$ cat src/rtl/mem_arb_pkg.sv
// Shared types for the data-memory port arbiter.
// State encoding and fixed requester slots.
package mem_arb_pkg;

    typedef enum logic [1:0] {
        IDLE,
        BURST,
        DRAIN,
        DONE
    } state_t;

    localparam int REQ_INPUT  = 0;
    localparam int REQ_READER = 1;
    localparam int REQ_WRITER = 2;

endpackage

$ cat src/rtl/rr_picker.sv
// Combinational round-robin picker.
// Search starts just after the previous owner.
module rr_picker #(
    parameter int NUM_REQ = 3,
    parameter int IDX_W   = 2
) (
    input  logic [NUM_REQ-1:0] req,
    input  logic [IDX_W-1:0]   last_owner,
    output logic [NUM_REQ-1:0] onehot,
    output logic [IDX_W-1:0]   idx
);

    logic             found;
    logic [IDX_W-1:0] j;

    always_comb begin
        onehot = '0;
        idx    = '0;
        found  = 1'b0;
        j      = '0;
        for (int i = 1; i <= NUM_REQ; i++) begin
            j = IDX_W'((int'(last_owner) + i) % NUM_REQ);
            if (!found && req[j]) begin
                found     = 1'b1;
                onehot[j] = 1'b1;
                idx       = j;
            end
        end
    end

endmodule

$ cat src/rtl/mem_port_arbiter.sv
// Single-port data memory arbiter: round-robin burst grants,
// sequential addressing and tagged read-data return.
module mem_port_arbiter
    import mem_arb_pkg::*;
#(
    parameter int NUM_REQ    = 3,
    parameter int ADDR_W     = 16,
    parameter int DATA_W     = 32,
    parameter int LEN_W      = 8,
    parameter int MEM_RD_LAT = 1
) (
    input  logic                      clk,
    input  logic                      rst,
    input  logic [NUM_REQ-1:0]        req,
    input  logic [NUM_REQ-1:0]        req_we,
    input  logic [NUM_REQ*ADDR_W-1:0] req_addr,
    input  logic [NUM_REQ*LEN_W-1:0]  req_len,
    input  logic [NUM_REQ*DATA_W-1:0] req_wdata,
    output logic [NUM_REQ-1:0]        gnt,
    output logic [NUM_REQ-1:0]        beat_ack,
    output logic [NUM_REQ-1:0]        rvalid,
    output logic [DATA_W-1:0]         rdata,
    output logic [NUM_REQ-1:0]        done,
    output logic [ADDR_W-1:0]         mem_addr,
    output logic                      mem_we,
    output logic                      mem_re,
    output logic [DATA_W-1:0]         mem_wdata,
    input  logic [DATA_W-1:0]         mem_rdata
);

    localparam int IDX_W = (NUM_REQ > 1) ? $clog2(NUM_REQ) : 1;
    localparam int DRN_W = (MEM_RD_LAT > 2) ? $clog2(MEM_RD_LAT) : 1;

    state_t                state_q;
    state_t                state_d;
    logic [IDX_W-1:0]      owner_q;
    logic [IDX_W-1:0]      last_q;
    logic [ADDR_W-1:0]     base_q;
    logic [LEN_W-1:0]      len_q;
    logic [LEN_W-1:0]      cnt_q;
    logic                  we_q;
    logic [DRN_W-1:0]      drn_q;
    logic                  last_beat;

    logic [NUM_REQ-1:0]    pick_oh;
    logic [IDX_W-1:0]      pick_idx;
    logic                  pick_any;
    logic [LEN_W-1:0]      pick_len;

    logic [MEM_RD_LAT-1:0] pv_q;
    logic [IDX_W-1:0]      pt_q [MEM_RD_LAT];

    rr_picker #(
        .NUM_REQ (NUM_REQ),
        .IDX_W   (IDX_W)
    ) u_pick (
        .req        (req),
        .last_owner (last_q),
        .onehot     (pick_oh),
        .idx        (pick_idx)
    );

    assign pick_any  = |pick_oh;
    assign pick_len  = req_len[pick_idx*LEN_W +: LEN_W];
    assign last_beat = (cnt_q == len_q - 1'b1);

    always_ff @(posedge clk or negedge rst) begin
        if (!rst) begin
            state_q <= IDLE;
        end else begin
            state_q <= state_d;
        end
    end

    // Done pulse coincides with the final rvalid of a read burst.
    always_comb begin
        state_d   = state_q;
        gnt       = '0;
        beat_ack  = '0;
        done      = '0;
        mem_addr  = '0;
        mem_we    = 1'b0;
        mem_re    = 1'b0;
        mem_wdata = '0;
        unique case (state_q)
            IDLE: begin
                if (pick_any) begin
                    state_d = (pick_len == '0) ? DONE : BURST;
                end
            end
            BURST: begin
                gnt[owner_q] = 1'b1;
                mem_addr     = base_q + ADDR_W'(cnt_q);
                if (we_q) begin
                    mem_we            = 1'b1;
                    mem_wdata         = req_wdata[owner_q*DATA_W +: DATA_W];
                    beat_ack[owner_q] = 1'b1;
                end else begin
                    mem_re = 1'b1;
                end
                if (last_beat) begin
                    state_d = (we_q || MEM_RD_LAT == 1) ? DONE : DRAIN;
                end
            end
            DRAIN: begin
                gnt[owner_q] = 1'b1;
                if (drn_q == DRN_W'(MEM_RD_LAT - 2)) begin
                    state_d = DONE;
                end
            end
            DONE: begin
                done[owner_q] = 1'b1;
                state_d       = IDLE;
            end
            default: state_d = IDLE;
        endcase
    end

    always_ff @(posedge clk or negedge rst) begin
        if (!rst) begin
            owner_q <= '0;
            last_q  <= IDX_W'(NUM_REQ - 1);
            base_q  <= '0;
            len_q   <= '0;
            cnt_q   <= '0;
            we_q    <= 1'b0;
            drn_q   <= '0;
        end else begin
            unique case (state_q)
                IDLE: begin
                    if (pick_any) begin
                        owner_q <= pick_idx;
                        base_q  <= req_addr[pick_idx*ADDR_W +: ADDR_W];
                        len_q   <= pick_len;
                        we_q    <= req_we[pick_idx];
                        cnt_q   <= '0;
                        drn_q   <= '0;
                    end
                end
                BURST:   cnt_q  <= cnt_q + 1'b1;
                DRAIN:   drn_q  <= drn_q + 1'b1;
                DONE:    last_q <= owner_q;
                default: ;
            endcase
        end
    end

    always_ff @(posedge clk or negedge rst) begin
        if (!rst) begin
            pv_q <= '0;
            for (int i = 0; i < MEM_RD_LAT; i++) begin
                pt_q[i] <= '0;
            end
        end else begin
            pv_q[0] <= mem_re;
            pt_q[0] <= owner_q;
            for (int i = 1; i < MEM_RD_LAT; i++) begin
                pv_q[i] <= pv_q[i-1];
                pt_q[i] <= pt_q[i-1];
            end
        end
    end

    always_comb begin
        rvalid = '0;
        rdata  = '0;
        if (pv_q[MEM_RD_LAT-1]) begin
            rvalid[pt_q[MEM_RD_LAT-1]] = 1'b1;
            rdata                      = mem_rdata;
        end
    end

endmodule

$ cat config.mk
export PLATFORM = sky130hd
export DESIGN_NAME = mem_port_arbiter
export DESIGN_NICKNAME = d
export VERILOG_FILES = /design/src/rtl/mem_arb_pkg.sv /design/src/rtl/rr_picker.sv /design/src/rtl/mem_port_arbiter.sv
export SDC_FILE = /design/constraint.sdc
export NUM_CORES = 1
export LEC_CHECK = 0
export CELL_PAD_IN_SITES_DETAIL_PLACEMENT = 0
export CELL_PAD_IN_SITES_GLOBAL_PLACEMENT = 1
export CORE_MARGIN = 4
export CORE_UTILIZATION = 25
export DETAILED_ROUTE_END_ITERATION = 16
export HOLD_SLACK_MARGIN = 0.03
export PLACE_DENSITY = 0.82
export REMOVE_ABC_BUFFERS = 1
export SLEW_MARGIN = 20
export SYNTH_ARGS = -nofsm -noshare
export SYNTH_HDL_FRONTEND = slang
export SYNTH_SLANG_ARGS = --single-unit
$ cat constraint.sdc
create_clock -name clk -period 3.15 [get_ports clk]
set_input_delay 0.63 -clock clk [delete_from_list [all_inputs] [get_ports clk]]
set_output_delay 0.63 -clock clk [all_outputs]
set_load 0.01 [all_outputs]
After elaboration in Yosys (flattened, before gate mapping)
Cells that the tools add are included.
{"block": "op_classes", "bitwise_logic": 2, "n_eq_ne": 7, "n_reduce_logical": 19, "muxes": 48, "shifts": 3, "addsub": 7, "n_lt_le_gt_ge": 11, "n_div": 3}
{"op": "$mod 32x3->32 const B", "n": 3}
{"op": "$mux 32", "n": 3}
{"op": "$shiftx 96x8->32", "n": 1}
{"op": "$shiftx 48x7->16", "n": 1}
{"op": "$mux 3", "n": 8}
{"op": "$shiftx 24x6->8", "n": 1}
{"op": "$lt 2x3->1 const B", "n": 6}
{"op": "$add 16x8->16", "n": 1}
{"op": "$mux 1", "n": 16}
{"op": "$mux 16", "n": 1}
{"op": "$pmux 8 s2", "n": 1}
{"op": "$mux 2", "n": 7}
{"op": "$demux 1 s2", "n": 5}
{"op": "$ge 2x1->1 const B", "n": 5}
{"op": "$add 8x1->8 const B", "n": 1}
{"op": "$bmux 1 s2", "n": 4}
{"op": "$eq 8x8->1", "n": 1}
{"op": "$logic_not 8->1", "n": 1}
{"op": "$mux 8", "n": 1}
{"op": "$pmux 2 s4", "n": 1}
{"op": "$sub 8x1->8 const B", "n": 1}
{"op": "$logic_and 1x1->1", "n": 7}
{"op": "$add 2x2->3 const B", "n": 2}
{"op": "$ne 2x2->1 const B", "n": 3}
{"op": "other kinds (13)", "n": 19}
{"block": "totals", "elab_cells": 110, "regBits": 43, "out_inout_bits": 94, "input_bits": 208}

Logic depth before layout (Yosys ltp)
{"block": "depth", "depth_word": 16, "ltp_mapped": 13, "ltp_nobuf": 10}

Cells and area by module
From an unflattened synthesis, not the netlist that was laid out.
{"block": "unflattened", "cells_unflattened": 584, "hier_area_um2": 4408.0}
{"mod": "mem_port_arbiter", "cells_each": 549, "area_per_inst_um2": 4127.7, "n_inst": 1, "seq_area_each_um2": 1077.3}
{"mod": "rr_picker", "cells_each": 35, "area_per_inst_um2": 280.3, "n_inst": 1, "seq_area_each_um2": 0.0}

Least setup slack after synthesis
Ideal clock, no wire load.
{"block": "synth_timing", "path_type": "flip-flop to output port", "from": "register cnt_q[1]", "to": "output port mem_addr[9]", "slack_ps": 240, "required_time_ps": 2520, "arrival_time_ps": 2280, "path_stages_with_launch": 10, "cell_sequence": "dfrtp_1 > ha_1 > a21o_1 > a21oi_1 > o21bai_1 > a2111o_1 > a31oi_1 > nand2b_1 > xnor2_1 > and2_1"}
{"block": "synth_between", "elab_chain_cells": 2}
{"element": "from (decl)", "line": "mem_port_arbiter.sv:40", "source": "logic [LEN_W-1:0] cnt_q;"}
{"element": "from (signal assigned)", "line": "mem_port_arbiter.sv:140", "source": "BURST: cnt_q <= cnt_q + 1'b1;"}
{"element": "$add 16x8->16", "line": "mem_port_arbiter.sv:93", "source": "mem_addr = base_q + ADDR_W'(cnt_q);"}
{"element": "$mux 16", "line": "mem_port_arbiter.sv:85", "source": "unique case (state_q)"}
{"element": "to (decl)", "line": "mem_port_arbiter.sv:24", "source": "output logic [ADDR_W-1:0] mem_addr,"}
Every way passes these cells.

Worst setup path in the final report
{"block": "layout_timing", "from": "register base_q[1]", "to": "output port mem_addr[11]"}
{"block": "layout_between", "elab_chain_cells": 2}
{"element": "from (decl)", "line": "mem_port_arbiter.sv:38", "source": "logic [ADDR_W-1:0] base_q;"}
{"element": "from (signal assigned)", "line": "mem_port_arbiter.sv:133", "source": "base_q <= req_addr[pick_idx*ADDR_W +: ADDR_W];"}
{"element": "$add 16x8->16", "line": "mem_port_arbiter.sv:93"}
{"element": "$mux 16", "line": "mem_port_arbiter.sv:85"}
Every way passes these cells.

==> results list <==
- The run finished, with violations left.
- The checks that failed: setup timing.
- In this run, the number of DRC markers left after iteration 0 of detailed routing was 307.
- After detailed placement, the design holds a cell count of around 1100.
* FILL cells: 1752
- CP Max Fanout: 4
- Diodes inserted: 0
* Worst hold path class: primary input to asynchronous set/reset pin
- Critical path's slowest cell: sky130_fd_sc_hd__dfrtp_1
- Net switching share of the total power: 23.85%
- Entering global routing, the biggest net connects 44 pins.
- Counting cells, the worst reg-to-reg path comes to 8.
- In this run the tightest slew margin relative to its limit is 51.41%.
- The critical path in this run is classified as flip-flop to primary output.
* Comb pwr share: 30.9%
- At the end of the flow the core is filled with cells to 46.30%.
- Number of unique standard cell types used by synthesis: 57
- Of all flip-flops after synthesis, the portion carrying an async set or reset was 100.0%.
* Worst EP required: 2.52 ns
- For this design, the sink count on the clock tree is 43.
- Of the cells placed in the final design, the portion with a size suffix greater than 1 is 9.190%.
- Drt pass-1 iters: 5
- Final Routed Wirelength: 17.96 mm
- For the worst-skew pair, the clock arrives at the later sink with an insertion delay of 0.28 ns.
* Critical Path Sink Type: primary output
- Final instance count without filler cells: about 1100
* Synthesized netlist cell count: 605
- Summed over its instances, the top area cell type makes up between 20% and 30% of the synthesized netlist area.
- Critical path arrival: around 2.5 ns
- Final Cycle Share: 100.7%
- Clock-pin slew was measured on the worst setup and hold paths at around 0.06 ns.
- 302 I/O pins were placed.
- During placement, the flow inserted port buffers numbering 301.
- Number of H-tree levels: 2
* Area Growth Syn to Fin: 79.13%
- The die covers slightly above 20000 um^2.
- The design draws around 1.5 mW.
* Buffer type at the clock tree root: sky130_fd_sc_hd__clkbuf_16
- Final hold vios: 0
- LEAKAGE: 3.359 nW
* Crit path setup slack, layout: -0.02239 ns
- The tool flagged a number of max-cap violations equal to 0.
- Average size of a mapped cell: 7.493 um^2
- At the placement stage, the worst setup path has a slack of -0.2664 ns.
* Proportion of power drawn by the clock network: 33.3%
* Count of flip-flops with a built-in enable after synthesis: 0
- TritonCTS built the clock tree.
* Total number of nets in the final design: 1142
- Setup repair after global routing could not meet its margin everywhere.
* Average detailed-routed wire length per instance: 15.77 um
- In this run, synthesis produced a sequential element count of 43.
- Per report_power, the sequential group accounts for 35.8% of the total.
- Sequential share of the synthesized area: 23.76%
* Critical Path Max Stage Delay: 0.39 ns
* Total DRC errors in the routed layout: 0
- For this run, the top clock speed supported by timing is 0.3152 GHz.
- Cell area after synthesis: 4533 um^2
* Clock buffer depth: 2
- X dimension of the die: ~140 um
* Detailed Place HPWL: 14.91 mm
- Internal power comes to 1.173 mW.
- Reg area: 1081 um^2
* Total core area: 17540 um^2
- In this run, post-CTS hold repair placed 0 buffers.
* GRT Util Overall: ~16%
- The number of clock buffers added by TritonCTS is 5.
- Setup violations remaining at the end of the flow were counted as 3.
- During synthesis, Yosys emitted a total of 0 warnings.
- Largest vdd supply drop: 0.1752 mV
- The analysis attributes to net switching a power of 0.3676 mW.
- In this run the core area contains 48 standard-cell rows.
- STA classifies the critical path startpoint as a flip-flop.
- Summed over all instances, the cell type with the most area after synthesis is sky130_fd_sc_hd__dfrtp_1.
- Routability-driven placement finished with a final weighted congestion of 0.8007.
- The initial antenna violation count is 0.
- Vias in the first global route: 4956
* Multi-input combinational cell area: between 3000 and 4000 um^2
- The floorplan step set the die height to 142.7 um.
- Cell types occupying the most area after synthesis: sky130_fd_sc_hd__dfrtp_1, sky130_fd_sc_hd__mux2i_1, sky130_fd_sc_hd__nor2_1
* Total grt overflow: 0
* Setup Skew: 0.005624 ns
- Vias per Instance: 4.644
- Most used DFF post-synth: sky130_fd_sc_hd__dfrtp_1
* Number of max-slew violations in the final report: 0
- The count of nets left with antenna violations once routing finished came out at 0.
* Worst-Margin Slew: 0.7289 ns
* Total via count in the routed design: 5289
- Once the floorplan was initialized, standard cells occupied 25.85% of the core.
- In this run the power density over the cells is ~190 nW/um^2.
- The routed design could run at a clock period as short as 3.172 ns.
- Cells traversed along the worst timing path: ha_1, a21o_1, a21oi_2, o21bai_1, a2111o_1, a31oi_1, buf_4, nand2b_4, xnor2_2, and2_1, buf_2
- Global-route wire length before repair: 26.81 mm
[what timing repair did]
item                                    4_1_cts  5_1_grt
pin swaps                                     9        2
hold endpoints to repair                      0        0
setup buffers                                 2        1
endpoints found under the setup margin       11       12
gates resized for setup                      40       13
[power by group through the flow]
stage               clock, mW  combinational, mW  sequential, mW
finish                  0.513              0.476           0.552
global route            0.552              0.518           0.552
CTS                     0.531              0.481           0.552
detailed placement          0              0.479           0.562
global placement            0              0.476           0.562
floorplan                   0              0.132           0.563
[area by class of cell]
class                           count  area share (%)
Tap cell                          225           3.467
Clock buffer                        5           1.541
Timing Repair Buffer              340           40.26
Clock inverter                      3          0.2465
Inverter                           13          0.6009
Multi-Input combinational cell    510           40.57
Sequential cell                    43           13.31
[worst max-delay path: cells and delay by family (launching register included)]
| kind | cells | cell delay, ns |
|---|---|---|
| XOR/XNOR | 1 | 0.10 |
| buffers and inverters | 2 | 0.28 |
| AO/OA/AOI/OAI | 5 | 0.95 |
| AND/OR/NAND/NOR | 2 | 0.26 |
| adder cells (fa/ha/maj) | 1 | 0.30 |
| flip-flops | 1 | 0.39 |
[Yosys cell counts (3+ instances only)]
master and count:
sky130_fd_sc_hd__a211oi_1 3, sky130_fd_sc_hd__a21o_1 4, sky130_fd_sc_hd__a21oi_1 61, sky130_fd_sc_hd__a22oi_1 3, sky130_fd_sc_hd__a31o_2 3, sky130_fd_sc_hd__a31oi_1 4, sky130_fd_sc_hd__and2_1 49, sky130_fd_sc_hd__and3_1 6
sky130_fd_sc_hd__and3b_1 5, sky130_fd_sc_hd__buf_2 6, sky130_fd_sc_hd__clkbuf_1 30, sky130_fd_sc_hd__dfrtp_1 42, sky130_fd_sc_hd__ha_1 20, sky130_fd_sc_hd__inv_1 13, sky130_fd_sc_hd__mux2_2 3, sky130_fd_sc_hd__mux2i_1 55
sky130_fd_sc_hd__nand2_1 45, sky130_fd_sc_hd__nand2b_1 6, sky130_fd_sc_hd__nand3_1 12, sky130_fd_sc_hd__nand3b_1 3, sky130_fd_sc_hd__nand4_1 6, sky130_fd_sc_hd__nor2_1 102, sky130_fd_sc_hd__nor2b_1 10, sky130_fd_sc_hd__nor3_1 4
sky130_fd_sc_hd__nor3b_1 5, sky130_fd_sc_hd__o211ai_1 4, sky130_fd_sc_hd__o21ai_0 28, sky130_fd_sc_hd__o21ai_1 10, sky130_fd_sc_hd__o31ai_1 3, sky130_fd_sc_hd__xnor2_1 18, sky130_fd_sc_hd__xor2_1 12
[through the flow]
stage               instance area (um^2)  hold WS, ns  setup TNS, ns
finish                              8120       0.3404       -0.05567
global route                        8120       0.3871        -0.5475
CTS                                 8079       0.4926        -0.1639
detailed placement                  7939       0.4831         -2.008
global placement                    7939       0.4648         -1.704
floorplan                           4360       0.3344         -5.340
[cell usage in the layout (no fill, tap or decap), drive strengths merged, types with 4 or more instances in the layout]
| cell type | count |
|---|---|
| clkdlybuf4s50 | 289 |
| nor2 | 103 |
| a21oi | 61 |
| mux2i | 55 |
| and2 | 50 |
| buf | 47 |
| nand2 | 45 |
| dfrtp | 42 |
| o21ai | 38 |
| ha | 20 |
| xnor2 | 18 |
| inv | 13 |
| nand3 | 12 |
| xor2 | 12 |
| nor2b | 11 |
| clkbuf | 7 |
| and3 | 6 |
| nand4 | 6 |
| nand2b | 6 |
| and3b | 5 |
| nor3b | 5 |
| nor3 | 4 |
| a21o | 4 |
| a31oi | 4 |
| o211ai | 4 |
| a31o | 4 |
[cells by family (layout without fill, tap and decap cells)]
kind of cell    count (synthesis)  count (layout)  synth area share, %
compound gates                138             138                17.83
xor+xnor                       30              30                5.796
fa+ha+maj                      21              21                5.962
buf+inv                        52             361                4.886
flops                          43              43                23.76
mux                            58              58                12.89
simple gates                  263             263                28.87
[final timing paths]
check                                      start                endpoint  slack (ns)
setup / recovery           base_q[1]$_DFFE_PN0P_            mem_addr[11]       -0.02
hold / removal                               rst  base_q[11]$_DFFE_PN0P_        0.34
setup reg to reg           last_q[1]$_DFFE_PN1P_  state_q[1]$_DFFE_PN0P_        0.28
hold reg to reg                 we_q$_DFFE_PN0P_          pv_q$_DFF_PN0_        0.48
max in group asynchronous                    rst  owner_q[0]$_DFFE_PN0P_        2.38
min in group clk                we_q$_DFFE_PN0P_          pv_q$_DFF_PN0_        0.48
[sequential cells by signal (all words and copies together), names as in the netlist]
| signal | count |
|---|---|
| drn_q | 1 |
| last_q | 2 |
| owner_q | 2 |
| pt_q | 2 |
| we_q | 1 |
| len_q | 8 |
| cnt_q | 8 |
| state_q | 2 |
| pv_q | 1 |
| base_q | 16 |
[routing by layer]
metal	wire length (um)	up-vias	GRT usage, %
met5	0	-	0
met4	413	0	4.102
met3	1062	25	2.378
met2	8789	170	28.14
met1	7699	2385	20.99
li1	-	2709	-
No activity file was read; power rests on OpenSTA's default activity.
